===== src/rtl/product_arbiter.sv =====
// Round-robin sharing of one fixed-latency product datapath among NUM_REQ requesters.
// Issued vectors are tagged, results return in order through a credit-protected FIFO.
module product_arbiter #(
    parameter int NUM_REQ     = 4,
    parameter int DATA_WIDTH  = 16,
    parameter int PARALLELISM = 4,
    parameter int DELAY       = 2,
    parameter int FIFO_DEPTH  = 4
) (
    input  logic                                      clk,
    input  logic                                      rst_n,
    input  logic [NUM_REQ-1:0]                        req_valid,
    output logic [NUM_REQ-1:0]                        req_ready,
    input  logic [NUM_REQ*PARALLELISM*DATA_WIDTH-1:0] req_a,
    input  logic [NUM_REQ*PARALLELISM*DATA_WIDTH-1:0] req_b,
    output logic                                      prod_valid,
    input  logic                                      prod_ready,
    output logic [PARALLELISM*DATA_WIDTH-1:0]         prod_a,
    output logic [PARALLELISM*DATA_WIDTH-1:0]         prod_b,
    input  logic [PARALLELISM*DATA_WIDTH-1:0]         prod_out,
    input  logic                                      prod_out_valid,
    output logic                                      prod_out_ready,
    output logic [NUM_REQ-1:0]                        rsp_valid,
    input  logic [NUM_REQ-1:0]                        rsp_ready,
    output logic [PARALLELISM*DATA_WIDTH-1:0]         rsp_data,
    output logic [$clog2(FIFO_DEPTH+1)-1:0]           in_flight,
    output logic                                      overflow_err
);

    localparam int IDX_W = $clog2(NUM_REQ);
    localparam int VW    = PARALLELISM * DATA_WIDTH;
    localparam int CW    = $clog2(FIFO_DEPTH + 1);
    localparam int PW    = (FIFO_DEPTH > 1) ? $clog2(FIFO_DEPTH) : 1;

    if (DELAY < 1 || FIFO_DEPTH < 1 || NUM_REQ < 2 || NUM_REQ > 8) begin : g_param_check
        $error("product_arbiter: parameter out of range");
    end

    function automatic logic [PW-1:0] ptr_inc(input logic [PW-1:0] p);
        return (p == PW'(FIFO_DEPTH - 1)) ? '0 : p + PW'(1);
    endfunction

    logic [IDX_W-1:0] last_grant;
    logic [IDX_W-1:0] grant_idx;
    logic             grant_found;
    logic             issue;
    logic [CW-1:0]    credits;

    logic [IDX_W-1:0] tag_mem [FIFO_DEPTH];
    logic [PW-1:0]    tag_wr;
    logic [PW-1:0]    tag_rd;
    logic [CW-1:0]    tag_count;
    logic             tag_push;
    logic             tag_pop;

    logic [IDX_W-1:0] res_tag_mem  [FIFO_DEPTH];
    logic [VW-1:0]    res_data_mem [FIFO_DEPTH];
    logic [PW-1:0]    res_wr;
    logic [PW-1:0]    res_rd;
    logic [CW-1:0]    res_count;
    logic             res_full;
    logic             res_empty;
    logic             res_push;
    logic             res_pop;
    logic [IDX_W-1:0] head_tag;

    // Search begins one past the previous winner and wraps around.
    always_comb begin : arb
        logic [IDX_W-1:0] cand;
        grant_found = 1'b0;
        grant_idx   = '0;
        cand        = '0;
        for (int k = 1; k <= NUM_REQ; k++) begin
            cand = IDX_W'((int'(last_grant) + k) % NUM_REQ);
            if (!grant_found && req_valid[cand]) begin
                grant_found = 1'b1;
                grant_idx   = cand;
            end
        end
    end

    // Issue uses only registered credits, so a same-cycle pop cannot unblock it.
    assign issue = grant_found && prod_ready && (credits != '0);

    always_comb begin
        req_ready = '0;
        if (issue) begin
            req_ready[grant_idx] = 1'b1;
        end
    end

    always_comb begin
        prod_a = '0;
        prod_b = '0;
        for (int i = 0; i < NUM_REQ; i++) begin
            if (grant_idx == IDX_W'(i)) begin
                prod_a = req_a[i*VW +: VW];
                prod_b = req_b[i*VW +: VW];
            end
        end
    end

    assign prod_valid     = issue;
    assign prod_out_ready = 1'b1;

    assign tag_push = issue;
    assign tag_pop  = prod_out_valid && (tag_count != '0);

    always_ff @(posedge clk or negedge rst_n) begin
        if (!rst_n) begin
            tag_wr    <= '0;
            tag_rd    <= '0;
            tag_count <= '0;
        end else begin
            if (tag_push) tag_wr <= ptr_inc(tag_wr);
            if (tag_pop)  tag_rd <= ptr_inc(tag_rd);
            case ({tag_push, tag_pop})
                2'b10:   tag_count <= tag_count + CW'(1);
                2'b01:   tag_count <= tag_count - CW'(1);
                default: tag_count <= tag_count;
            endcase
        end
    end

    always_ff @(posedge clk) begin
        if (tag_push) begin
            tag_mem[tag_wr] <= grant_idx;
        end
    end

    assign res_full  = (res_count == CW'(FIFO_DEPTH));
    assign res_empty = (res_count == '0);
    // A result with no matching tag, or arriving while full, is dropped.
    assign res_push  = prod_out_valid && (tag_count != '0) && !res_full;
    assign head_tag  = res_tag_mem[res_rd];
    assign res_pop   = !res_empty && rsp_ready[head_tag];

    always_ff @(posedge clk or negedge rst_n) begin
        if (!rst_n) begin
            res_wr    <= '0;
            res_rd    <= '0;
            res_count <= '0;
        end else begin
            if (res_push) res_wr <= ptr_inc(res_wr);
            if (res_pop)  res_rd <= ptr_inc(res_rd);
            case ({res_push, res_pop})
                2'b10:   res_count <= res_count + CW'(1);
                2'b01:   res_count <= res_count - CW'(1);
                default: res_count <= res_count;
            endcase
        end
    end

    always_ff @(posedge clk) begin
        if (res_push) begin
            res_tag_mem[res_wr]  <= tag_mem[tag_rd];
            res_data_mem[res_wr] <= prod_out;
        end
    end

    assign rsp_valid = res_empty ? '0 : (NUM_REQ'(1) << head_tag);
    assign rsp_data  = res_data_mem[res_rd];

    always_ff @(posedge clk or negedge rst_n) begin
        if (!rst_n) begin
            credits      <= CW'(FIFO_DEPTH);
            last_grant   <= IDX_W'(NUM_REQ - 1);
            overflow_err <= 1'b0;
        end else begin
            if (issue) begin
                last_grant <= grant_idx;
            end
            case ({issue, res_pop})
                2'b10:   credits <= credits - CW'(1);
                2'b01:   credits <= credits + CW'(1);
                default: credits <= credits;
            endcase
            if (prod_out_valid && ((tag_count == '0) || res_full)) begin
                overflow_err <= 1'b1;
            end
        end
    end

    assign in_flight = CW'(FIFO_DEPTH) - credits;

endmodule


===== config.mk =====
export PLATFORM = sky130hd
export DESIGN_NAME = product_arbiter
export DESIGN_NICKNAME = d
export VERILOG_FILES = /design/src/rtl/product_arbiter.sv
export SDC_FILE = /design/constraint.sdc
export NUM_CORES = 1
export LEC_CHECK = 0
export ABC_CLOCK_PERIOD_IN_PS = 2600
export CORE_AREA = 2 2 312 314
export CTS_CLUSTER_SIZE = 14
export DETAILED_ROUTE_END_ITERATION = 10
export DIE_AREA = 0 0 314 316
export GPL_ROUTABILITY_DRIVEN = 0
export PLACE_DENSITY = 0.43
export RECOVER_POWER = 25
export SLEW_MARGIN = 20
export SYNTH_ARGS = -nofsm -noshare
export SYNTH_HDL_FRONTEND = slang
export SYNTH_SLANG_ARGS = --single-unit

===== constraint.sdc =====
create_clock -name clk -period 2.6 [get_ports clk]
set_input_delay 0.39 -clock clk [delete_from_list [all_inputs] [get_ports clk]]
set_output_delay 0.39 -clock clk [all_outputs]
set_load 0.05 [all_outputs]

Word level (Yosys, flattened, before mapping)
Memory sizes are Yosys's and may differ from the RTL's. Index checks and enable logic that the tools add are counted.

Flip-flop bits (word level): 20. Memory bits (writable): 272. Output and inout bits: 206. Logic and storage cells: 114. Memories kept: 3.

Add/sub/neg operators: 15. $lt $le $gt $ge: 7. Equality and inequality tests: 14. Shift operators: 1. Multiplexer cells: 41. Reductions and logical operators: 24.

Memories: res_data_mem (words 4, width 64, rd ports 1, clocked after memory_dff 0, write ports 1, line 57) `logic [VW-1:0] res_data_mem [FIFO_DEPTH];`; res_tag_mem (words 4, width 2, rd ports 1, clocked after memory_dff 0, write ports 1, line 56) `logic [IDX_W-1:0] res_tag_mem [FIFO_DEPTH];`; tag_mem (words 4, width 2, rd ports 1, clocked after memory_dff 0, write ports 1, line 49) `logic [IDX_W-1:0] tag_mem [FIFO_DEPTH];`.

Operators with widths (count): two-way mux 64 bit (8); equality test 2 bit, second input constant (9); less-than comparator 2 x 3 -> 1 bit, second input constant (6); case mux 3 bit (2 select lines) (3); two-way mux 2 bit (8); two-way mux 1 bit (14); adder 2 x 1 -> 2 bit, second input constant (6); binary-select mux 1 bit (select 2 bit) (5); logical AND 1 bit (10); adder 3 x 1 -> 3 bit, second input constant (3); subtractor 3 x 1 -> 3 bit, second input constant (3); equality test 2 x 1 -> 1 bit, second input constant (4); two-way mux 4 bit (2); logical NOT 3 bit (2); nonzero test 2 bit (3); nonzero test 3 bit (2); logical NOT 1 bit (5); adder 2 bit, second input constant (2); << shifter 1 x 2 -> 4 bit, first input constant (1); equality test 3 bit, second input constant (1); subtractor 3 bit, first input constant (1); demux 1 bit (select 2 bit) (1); greater-or-equal comparator 2 x 1 -> 1 bit, second input constant (1); logical NOT 2 bit (1); logical OR 1 bit (1).

Longest topological paths before layout
Word-level depth: 18. Gate-level depth with buffers: 11. Depth with buffers taken out: 10.

Worst setup path after synthesis
OpenSTA, ideal clock, no wires.

Path kind: register -> register. Start point: register res_count[1]. End point: memory res_data_mem[0][0] (netlist name), enable pin. Library setup time: 432 ps. Arrival: 2363 ps. Setup slack: -195 ps. Cell stages (with the launch flop): 4. Buffers on the path: 0. Clock period less this slack: 2795 ps. Cell sequence: dfrtp_1 -> inv_1 -> a31oi_1 -> and3_1.

Word-level cells in the longest chain between the ends: 5.

RTL lines: start, declared (line 60) `logic [CW-1:0] res_count;`; start signal, assigned (line 147) `2'b10: res_count <= res_count + CW'(1);`; start signal, assigned (line 148) `2'b01: res_count <= res_count - CW'(1);`; start signal, assigned (line 149) `default: res_count <= res_count;`; equality test 3 bit (line 131) `assign res_full = (res_count == CW'(FIFO_DEPTH));`; logical NOT 1 bit (line 134) `assign res_push = prod_out_valid && (tag_count != '0) && !res_full;`; logical AND 1 bit (line 134); two-way mux 1 bit (line 155) `if (res_push) begin`; two-way mux 1 bit (not written as such) (line 157) `res_data_mem[res_wr] <= prod_out;`; end, declared (line 57).

Every way passes these cells.

Final worst setup path
Start point: register last_grant[1]. End point: output prod_a[36].

Word-level cells in the longest chain between the ends: 18.

RTL lines: start, declared (line 43) `logic [IDX_W-1:0] last_grant;`; start signal, assigned (line 167) `last_grant <= IDX_W'(NUM_REQ - 1);`; start signal, assigned (line 171) `last_grant <= grant_idx;`; adder 2 x 1 -> 2 bit (line 74) `cand = IDX_W'((int'(last_grant) + k) % NUM_REQ);`; binary-select mux 1 bit (select 2 bit) (line 75) `if (!grant_found && req_valid[cand]) begin`; two-way mux 1 bit (not written as such) (line 75); two-way mux 1 bit (line 75); logical NOT 1 bit (line 75); logical AND 1 bit (line 75); two-way mux 1 bit (line 75); logical NOT 1 bit (line 75); logical AND 1 bit (line 75); two-way mux 1 bit (line 75); logical NOT 1 bit (line 75); logical AND 1 bit (line 75); two-way mux 2 bit (*) (line 75); logical NOT 2 bit (line 96) `if (grant_idx == IDX_W'(i)) begin`; two-way mux 64 bit (3 in series) (line 96); two-way mux 64 bit (*) (line 96); end, declared (line 18) `output logic [PARALLELISM*DATA_WIDTH-1:0] prod_a,`.

Mark *: on every way between the ends. The rest lies on a longest branch, timed or not. The select of a mux whose other input is x is not followed.

==> results by group <==
Run status
  – Status: complete, but fails checks
  – Failing checks: setup timing

GRT
  – Vias in the first global route: 13,300
  – Gr ovfl total: 0
  – GRT Total Usage: 0.164
  – Largest net degree at the start of global routing: 35
  – First-pass GRT wire length: 111,000 um
  – Initial antenna violation count: 86

Final layout
  – Area grow syn2layout: 109%
  – Number of nets in the layout: 2,457
  – Share of layout cells above drive strength 1: 0.427

Die
  – Die area: 99,200 sq um
  – Vert. Die Dim: 316 um
  – Row cnt: 114
  – Core Area: 96,000 sq um
  – Initial Util: 0.160
  – Die Wd: 314 um
  – Io pins: 794

Routing
  – Post-DRT Antenna Nets: 0
  – Vias/cell: 4.03
  – DRT Pass-1 Iters: 4
  – Vias after detailed routing: 12,700
  – Number of DRC markers in iteration 0: 580
  – Final WL: 87,300 um
  – Wire length per cell: 27.7 um
  – Residual DRC: 0

Timing
  – Final WS setup: -635 ps
  – RSZ-0062 raised after global routing: yes
  – Setup Skew: 31.4 ps
  – Slew headroom: 0.433
  – Fmax: 0.309 GHz
  – Fin crit period: 3230 ps
  – Final critical-path share of the clock period: 1.24
  – Max-slew violations: 0
  – # setup viols final: 136
  – Worst hold margin: 311 ps
  – Final hold vios: 0
  – Worst-Margin Slew: 848 ps

Worst setup path
  – Worst path top cell family by delay: buffers and inverters
  – CP max stage delay: 580 ps
  – Critical Path End Type: primary output
  – CP Launch Type: flop
  – Worst path cell trace: nand2b_4 > nor2_4 > nor3_4 > buf_12 > buf_16 > buf_12 > buf_16 > mux2i_1 > mux2i_2 > buf_12
  – Most frequent CP cell: buf_12
  – Worst path slowest cell: dfstp_2
  – Crit path arrival time: 2840 ps
  – CP required: 2210 ps
  – CP bufs+invs: 5
  – Setup CP Type: reg2out
  – Crit Path Max Fanout: 8

Logic synthesis
  – Number of synthesized flops with an enable pin: 272
  – Synth unique cells: 36
  – Cells after Synth: 925
  – Most common cell in the netlist: mux2i_1
  – Sequential share of the synthesized area: 0.565
  – Cell taking the most area after synthesis: edfxtp_1
  – Asr flop ratio synth: 0.0685
  – Area contributors post-synth: edfxtp_1, mux2i_1, mux4_2
  – Cell Area, Synth: 15,300 sq um
  – Post-synth top cells: mux2i_1, edfxtp_1, mux4_2, buf_2, buf_6
  – Synth warn: 0
  – Share of the synthesized area in the top cell type: 0.532
  – FF+latch count, synth: 292
  – Top_reg_cell synth: edfxtp_1
  – Post-synthesis net count: 1,531
  – Mean Syn Cell Area: 16.6 sq um

Power and ir drop
  – Power Internal: 23.4 mW
  – Switching share of power: 0.425
  – Power per cell area: 1270 nW/um^2
  – Leakage: 11.4 nW
  – Reg power frac: 0.163
  – Psw: 17.3 mW
  – Clock power share: 0.096
  – Peak supply drop: 0.000530 V
  – Gate power share: 0.741

Clock tree
  – Worst-skew pair later-pin latency: 570 ps
  – Root buffer cell: clkbuf_16
  – Clk buf depth: 3
  – Num CTS Buffers: 28
  – Clk sinks: 292
  – CTS Hold Bufs: 0
  – H-Tree Depth: 1
  – Clock slew at reported path FFs: 60 ps
  – CTS tree: yes

Flow run
  – Max-cap violations: 0

Placed design
  – Port Buffers: 792
  – HPWL after DPL: 70,000 um
  – DP Worst Slack: -535 ps

Min path
  – Min-Delay Path Class: in2async
cell usage in the layout, fill, tap and decap left out, drive strengths merged, types with 4 or more instances in the layout:
master / synthesis / final
nand2: 6 / 6
clkbuf: 8 / 47
ha: 15 / 15
clkdlybuf4s50: 0 / 541
nor3: 7 / 7
dlygate4sd3: 0 / 44
inv: 20 / 21
bufbuf: 0 / 4
buf: 55 / 354
a21oi: 6 / 6
diode: 0 / 7
o21ai: 5 / 5
edfxtp: 272 / 272
xor2: 5 / 5
and2: 4 / 4
mux2i: 389 / 389
clkinv: 0 / 14
mux2: 6 / 6
dfrtp: 17 / 17
xnor2: 4 / 4
nor2: 10 / 10
mux4: 67 / 67
nand2b: 5 / 5
and3: 4 / 4
per-stage QoR:
step	total power, mW	area (sq um)	cells	setup TNS, ps	util
after floorplan	19.8	15400	925	-13020	-
after global placement	31.0	27200	3045	-51050	0.284
after detailed placement	31.2	27200	3045	-48330	0.284
after CTS	37.6	29500	3116	-75300	0.307
after global routing	42.3	32100	3152	-84540	0.334
final	40.7	32100	3154	-71580	0.334
cells by family after synthesis:
| group | count (synthesis) | synth area share |
|---|---|---|
| XOR/XNOR | 9 | 0.00514 |
| adder cells (fa/ha/maj) | 18 | 0.0161 |
| buffers and inverters | 83 | 0.0343 |
| flip-flops | 292 | 0.565 |
| multiplexers | 462 | 0.357 |
| AO/OA/AOI/OAI | 17 | 0.00726 |
| other | 1 | 0.000244 |
| AND/OR/NAND/NOR | 43 | 0.0147 |
path summary, 6_finish.rpt:
path	start	endpoint	slack [ps]	cells past startpoint
max in group asynchronous	rst_n	res_rd[0]	1680	1
hold reg to reg	tag_count[2]	tag_count[2]	480	1
setup / recovery	last_grant[1]	prod_a[36]	-630	10
hold / removal	rst_n	res_wr[0]	310	1
min in group clk	tag_count[2]	tag_count[2]	480	1
setup reg to reg	res_rd[0]	res_count[2]	-110	10
cell type report:
| class | count | area [sq um] |
|---|---|---|
| sequential | 292 | 8680 |
| tap | 1276 | 1600 |
| inverter | 20 | 77.6 |
| timing repair buffer | 959 | 12000 |
| multi-input combinational | 550 | 8860 |
| clock buffer | 33 | 719 |
| antenna | 7 | 17.5 |
| fill | 9280 | 63900 |
| clock inverter | 17 | 148 |
per-layer routing:
metal | part of all wire | wire (um) | up-vias | GRT usage
met5 | 0.0024 | 209 | - | 0
met1 | 0.36 | 31100 | 6296 | 0.181
met2 | 0.50 | 43800 | 661 | 0.292
met3 | 0.12 | 10200 | 183 | 0.0781
met4 | 0.022 | 1960 | 34 | 0.0215
li1 | - | - | 5552 | -
state kept, by name, indices dropped and copies added (netlist names):
signal,cells
res_data_mem,256
res_rd,2
last_grant,2
credits,3
tag_mem,8
res_count,3
overflow_err,1
res_tag_mem,8
tag_rd,2
tag_wr,2
tag_count,3
res_wr,2
repair_timing:
item,CTS,global route
pin swaps,6,13
resized for setup,199,385
buffers inserted,13,24
setup endpoints to repair,202,166
gates cloned,10,13
power groups by stage:
stage	clock (mW)	sequential [mW]	combinational, mW
6_report	3.91	6.64	30.1
5_1_grt	4.19	6.73	31.3
4_1_cts	4.06	6.65	26.9
3_5_place_dp	0	6.74	24.5
3_3_place_gp	0	6.68	24.3
2_1_floorplan	0	6.65	13.2
(Power assumes the default switching activity.)
